<file path="src/rtl/move_arbiter.sv">
// Serialises player A/B tile moves through one evaluation path.
// Ports: clk, rst, {a,b}_req/_dir in; {a,b}_h/_v, _grant, _blocked out.
module move_arbiter #(
  parameter int HMAX     = 9,
  parameter int VMAX     = 5,
  parameter int COOLDOWN = 25000000,
  parameter int AINIT_H  = 0,
  parameter int AINIT_V  = 0,
  parameter int BINIT_H  = 9,
  parameter int BINIT_V  = 5
) (
  input  logic       clk,
  input  logic       rst,
  input  logic       a_req,
  input  logic [1:0] a_dir,
  input  logic       b_req,
  input  logic [1:0] b_dir,
  output logic [3:0] a_h,
  output logic [3:0] a_v,
  output logic [3:0] b_h,
  output logic [3:0] b_v,
  output logic       a_grant,
  output logic       b_grant,
  output logic       a_blocked,
  output logic       b_blocked
);

  localparam int CW = $clog2(COOLDOWN + 1);
  localparam logic [CW-1:0] CD_LOAD = CW'(COOLDOWN);
  localparam logic [3:0] HMAX_L = 4'(HMAX);
  localparam logic [3:0] VMAX_L = 4'(VMAX);

  typedef enum logic {IDLE, EVAL} state_t;

  // sel/last: 0 = player A, 1 = player B
  state_t          state_q, state_d;
  logic            sel_q, sel_d;
  logic            last_q, last_d;
  logic            a_pend_q, a_pend_d;
  logic            b_pend_q, b_pend_d;
  logic [1:0]      a_pdir_q, a_pdir_d;
  logic [1:0]      b_pdir_q, b_pdir_d;
  logic [1:0]      edir_q, edir_d;
  logic [3:0]      a_h_q, a_h_d, a_v_q, a_v_d;
  logic [3:0]      b_h_q, b_h_d, b_v_q, b_v_d;
  logic [CW-1:0]   a_cd_q, a_cd_d;
  logic [CW-1:0]   b_cd_q, b_cd_d;
  logic            a_gnt_q, a_gnt_d, b_gnt_q, b_gnt_d;
  logic            a_blk_q, a_blk_d, b_blk_q, b_blk_d;

  logic       a_acc, b_acc, pick_b;
  logic [3:0] cur_h, cur_v, oth_h, oth_v;
  logic [3:0] tgt_h, tgt_v;
  logic       oob, blocked;

  always_comb begin
    state_d  = state_q;
    sel_d    = sel_q;
    last_d   = last_q;
    a_pend_d = a_pend_q;
    b_pend_d = b_pend_q;
    a_pdir_d = a_pdir_q;
    b_pdir_d = b_pdir_q;
    edir_d   = edir_q;
    a_h_d    = a_h_q;
    a_v_d    = a_v_q;
    b_h_d    = b_h_q;
    b_v_d    = b_v_q;
    a_gnt_d  = 1'b0;
    b_gnt_d  = 1'b0;
    a_blk_d  = 1'b0;
    b_blk_d  = 1'b0;
    pick_b   = 1'b0;
    a_cd_d   = (a_cd_q != '0) ? a_cd_q - CW'(1) : '0;
    b_cd_d   = (b_cd_q != '0) ? b_cd_q - CW'(1) : '0;

    cur_h = sel_q ? b_h_q : a_h_q;
    cur_v = sel_q ? b_v_q : a_v_q;
    oth_h = sel_q ? a_h_q : b_h_q;
    oth_v = sel_q ? a_v_q : b_v_q;
    tgt_h = cur_h;
    tgt_v = cur_v;
    oob   = 1'b0;
    // bounds are tested before stepping so 0-1 never wraps
    unique case (edir_q)
      2'b00: if (cur_v == 4'd0) oob = 1'b1;
             else tgt_v = cur_v - 4'd1;
      2'b01: if (cur_v >= VMAX_L) oob = 1'b1;
             else tgt_v = cur_v + 4'd1;
      2'b10: if (cur_h == 4'd0) oob = 1'b1;
             else tgt_h = cur_h - 4'd1;
      2'b11: if (cur_h >= HMAX_L) oob = 1'b1;
             else tgt_h = cur_h + 4'd1;
    endcase
    blocked = oob || (tgt_h == oth_h && tgt_v == oth_v);

    unique case (state_q)
      IDLE: begin
        if (a_pend_q || b_pend_q) begin
          // on a tie, serve whoever was not served last
          pick_b = b_pend_q && (!a_pend_q || !last_q);
          sel_d  = pick_b;
          edir_d = pick_b ? b_pdir_q : a_pdir_q;
          if (pick_b) b_pend_d = 1'b0;
          else        a_pend_d = 1'b0;
          state_d = EVAL;
        end
      end
      EVAL: begin
        if (blocked) begin
          a_blk_d = !sel_q;
          b_blk_d = sel_q;
        end else if (sel_q) begin
          b_h_d   = tgt_h;
          b_v_d   = tgt_v;
          b_gnt_d = 1'b1;
          b_cd_d  = CD_LOAD;
        end else begin
          a_h_d   = tgt_h;
          a_v_d   = tgt_v;
          a_gnt_d = 1'b1;
          a_cd_d  = CD_LOAD;
        end
        last_d  = sel_q;
        state_d = IDLE;
      end
    endcase

    // a fresh request outranks the pending-clear of selection
    a_acc = a_req && (a_cd_q == '0) &&
            !(state_q == EVAL && !sel_q);
    b_acc = b_req && (b_cd_q == '0) &&
            !(state_q == EVAL && sel_q);
    if (a_acc) begin
      a_pend_d = 1'b1;
      a_pdir_d = a_dir;
    end
    if (b_acc) begin
      b_pend_d = 1'b1;
      b_pdir_d = b_dir;
    end
  end

  always_ff @(posedge clk) begin
    if (rst) begin
      state_q  <= IDLE;
      sel_q    <= 1'b0;
      last_q   <= 1'b1;
      a_pend_q <= 1'b0;
      b_pend_q <= 1'b0;
      a_pdir_q <= 2'b00;
      b_pdir_q <= 2'b00;
      edir_q   <= 2'b00;
      a_h_q    <= 4'(AINIT_H);
      a_v_q    <= 4'(AINIT_V);
      b_h_q    <= 4'(BINIT_H);
      b_v_q    <= 4'(BINIT_V);
      a_cd_q   <= '0;
      b_cd_q   <= '0;
      a_gnt_q  <= 1'b0;
      b_gnt_q  <= 1'b0;
      a_blk_q  <= 1'b0;
      b_blk_q  <= 1'b0;
    end else begin
      state_q  <= state_d;
      sel_q    <= sel_d;
      last_q   <= last_d;
      a_pend_q <= a_pend_d;
      b_pend_q <= b_pend_d;
      a_pdir_q <= a_pdir_d;
      b_pdir_q <= b_pdir_d;
      edir_q   <= edir_d;
      a_h_q    <= a_h_d;
      a_v_q    <= a_v_d;
      b_h_q    <= b_h_d;
      b_v_q    <= b_v_d;
      a_cd_q   <= a_cd_d;
      b_cd_q   <= b_cd_d;
      a_gnt_q  <= a_gnt_d;
      b_gnt_q  <= b_gnt_d;
      a_blk_q  <= a_blk_d;
      b_blk_q  <= b_blk_d;
    end
  end

  assign a_h       = a_h_q;
  assign a_v       = a_v_q;
  assign b_h       = b_h_q;
  assign b_v       = b_v_q;
  assign a_grant   = a_gnt_q;
  assign b_grant   = b_gnt_q;
  assign a_blocked = a_blk_q;
  assign b_blocked = b_blk_q;

endmodule

</file>
<file path="config.mk">
export PLATFORM = sky130hd
export DESIGN_NAME = move_arbiter
export DESIGN_NICKNAME = d
export VERILOG_FILES = /design/src/rtl/move_arbiter.sv
export SDC_FILE = /design/constraint.sdc
export NUM_CORES = 1
export LEC_CHECK = 0
export ABC_AREA = 0
export BUFFER_PORTS_ARGS = -buffer_cell sky130_fd_sc_hd__buf_2
export CORE_MARGIN = 2
export CORE_UTILIZATION = 30
export CTS_BUF_LIST = sky130_fd_sc_hd__clkbuf_4 sky130_fd_sc_hd__clkbuf_8
export CTS_CLUSTER_SIZE = 8
export DETAILED_ROUTE_END_ITERATION = 10
export GPL_ROUTABILITY_DRIVEN = 1
export PLACE_DENSITY_LB_ADDON = 0.25
export SKIP_CTS_REPAIR_TIMING = 1
export SLEW_MARGIN = 20
export SYNTH_ARGS = -nofsm -noshare
export SYNTH_HDL_FRONTEND = slang
export SYNTH_SLANG_ARGS = --single-unit
export TNS_END_PERCENT = 50
</file>
<file path="constraint.sdc">
create_clock -name clk -period 8.1 [get_ports clk]
set_input_delay 0.405 -clock clk [delete_from_list [all_inputs] [get_ports clk]]
set_output_delay 0.405 -clock clk [all_outputs]
set_load 0.005 [all_outputs]
</file>
==> out/metrics.yaml <==
status: "finished, final reports clean"
cts-root-buf: "clkbuf_8"
drt_iter0_markers: 266
die_height_um: 127
setup_tns_ns: 0
synth.area.top_cells: "dfxtp_1 (36%), xnor2_1 (5.4%), nor2_1 (4.7%)"
grt_pass1_wl_um: 18400
min-delay-start: "a_dir[1]"
synth-adder-area-share_pct: 2.22
yosys.area_share.xor_xnor_pct: 8.55
worstSetupPathType: "reg2reg"
max-vdd-ir-drop_v: 0.000170
synth_common_cells: "dfxtp_1 (81), nor2_1 (56), nand2_1 (32), a21oi_1 (30), xnor2_1 (28)"
seq_area_frac_synth_pct: 36.0
yosysMostFrequentCell: "dfxtp_1"
synth_cells: 522
grt_max_degree: 67
antenna_found_initial: 0
critical_path.max_fanout: 42
synth_compound_area_share_pct: 16.8
ys_warn_count: 0
synth-edff-count: 0
first_global_vias: 3750
hpwl_um: 7460
min_period_ns: 4.26
die_w_um: 127
r2r-start: "sel_q"
tightest_slew_ns: 0.970
clk_pin_slew_ns: 0.08
vias: 3886
leakage_uw: 0.00183
crit_start: "sel_q"
maxCapViolCount: 0
synth.distinct_cells: 66
power.density_nw_per_um2: 302
area_growth_pct: 9.55
synth_top_family_by_area: "simple AND/OR/NAND/NOR gates"
portBuffers: 27
drive_gt1_share_pct: 13.8
hp-class: "in2reg"
clockBufferDepth: 2
grt_setup_unrepaired: "no"
wl_um: 10700
period_share_pct: 52.6
cts_tree: "done"
synthSimpleGateAreaFrac_pct: 25.5
place_congestion: 0.803
yosys.area.top_type: "dfxtp_1"
firstDrtPassIters: 5
clock_sinks: 81
relSlewSlack_pct: 35.2
async_flop_share_pct: 0
synthMuxAreaShare_pct: 6.58
crit_path_end_kind: "flip-flop"
ys.flop_type: "dfxtp_1"
ys_ff_latch: 81
arrival_ns: 4.47
cts_buffers: 9
wl_per_cell_um: 14.9
coreArea_um2: 14600
cp.required_ns: 8.31
netlist.area_leader.share_pct: 36.0
cp-start-kind: "flip-flop"
viasPerCell: 5.39
avgSynthCellArea_um2: 8.63
n_antenna_cell: 0
slew_violations: 0
num_rows: 44
ant_nets: 0
clkLatencyLatePin_ns: 0.35
die_area_um2: 16000
grt_use_total_pct: 13.8
whs_ns: 0.301
overflow: 0
fin_nets: 549
hold_viol: 0
skew_ns: 0.00841
htreeDepth: 3
drcViolationCount: 0
setup_violations: 0
synth_nets: 538
initial_utilization_pct: 30.9
timing.fmax_mhz: 235
pin_count: 28
syn_area_um2: 4510
flip-flops by register name, indices dropped and copies added, names as in the netlist, 2 cells and up:
name      cells
a_cd_q       25
a_pdir_q      2
a_v           4
a_h           4
b_v           4
b_cd_q       25
edir_q        2
b_h           4
b_pdir_q      2
layout make-up:
type | instances | area, um2
multi-input cells | 398 | 2690
repair buffers | 30 | 158
flip-flops and latches | 81 | 1620
clock inverters | 6 | 60.1
fillers | 1498 | 9650
inverters | 13 | 48.8
well taps | 184 | 230
clock buffers | 9 | 124
layer usage:
layer | share of wire [%] | up-vias | GRT usage (%)
met5 | 0 | - | 0
met4 | 0.81 | 0 | 3.75
met3 | 4.7 | 8 | 3.50
met2 | 47 | 84 | 22.1
met1 | 48 | 1868 | 18.4
li1 | - | 1926 | -
power by group:
part / internal, uW / total [uW] / switching, uW
combinational: 273 / 622 / 349
clock: 139 / 287 / 148
sequential: 499 / 584 / 85.2
total: 911 / 1490 / 582
per-stage QoR:
step,utilization [%],instance area [um2],setup WS (ns),std cells,total power (uW)
detailed placement,32.6,4750,3.88,706,1220
floorplan,-,4510,4.40,522,1100
global route,33.8,4940,3.46,721,1630
CTS,33.8,4940,3.85,721,1510
finish,33.8,4940,3.84,721,1490
global placement,32.6,4750,3.94,706,1200
path summary, 6_finish.rpt:
check,to,slack [ns],cells past startpoint
hold reg to reg,b_cd_q[0],0.45,1
hold / removal,a_pdir_q[1],0.30,3
setup reg to reg,a_h[1],3.84,12
setup / recovery,a_h[1],3.84,12
worst max-delay path, stage by stage, from the launching register on:
cell and delay, ns:
dfxtp_1 0.31, buf_4 0.39, mux2_2 0.41, inv_1 0.15, ha_1 0.33, or4bb_1 0.55, nand3_1 0.15, mux2i_1 0.12
a2111oi_2 0.38, o2111ai_1 0.25, o21a_1 0.37, nand2_1 0.47, o21ai_0 0.20
cell families (layout without fill, tap and decap cells):
family | count (synthesis) | count (layout)
buffers and inverters | 43 | 58
adder cells (fa/ha/maj) | 8 | 8
AO/OA/AOI/OAI | 108 | 108
AND/OR/NAND/NOR | 210 | 210
multiplexers | 28 | 28
XOR/XNOR | 44 | 44
flip-flops | 81 | 81
layout by cell type (no fill, tap or decap), types with 4 or more instances in the layout:
master	netlist	layout
mux2_2	9	9
o31ai_1	6	6
nand2_1	32	32
a2111oi_0	5	5
nand2b_1	7	7
nor4_2	6	7
nor4_1	18	17
or3_1	6	6
clkbuf_8	0	9
nand3_1	15	15
inv_1	13	13
nor4b_1	4	4
mux2i_1	18	18
a211oi_1	4	4
or4_1	7	7
o21ai_0	25	25
nor2_1	56	56
nor2b_1	14	14
dfxtp_1	81	81
o211ai_1	6	6
buf_2	4	27
nand4_1	4	4
xor2_1	16	16
xnor2_1	28	28
nor3_1	19	19
a21oi_1	30	30
ha_1	8	8
(Power assumes the default switching activity.)
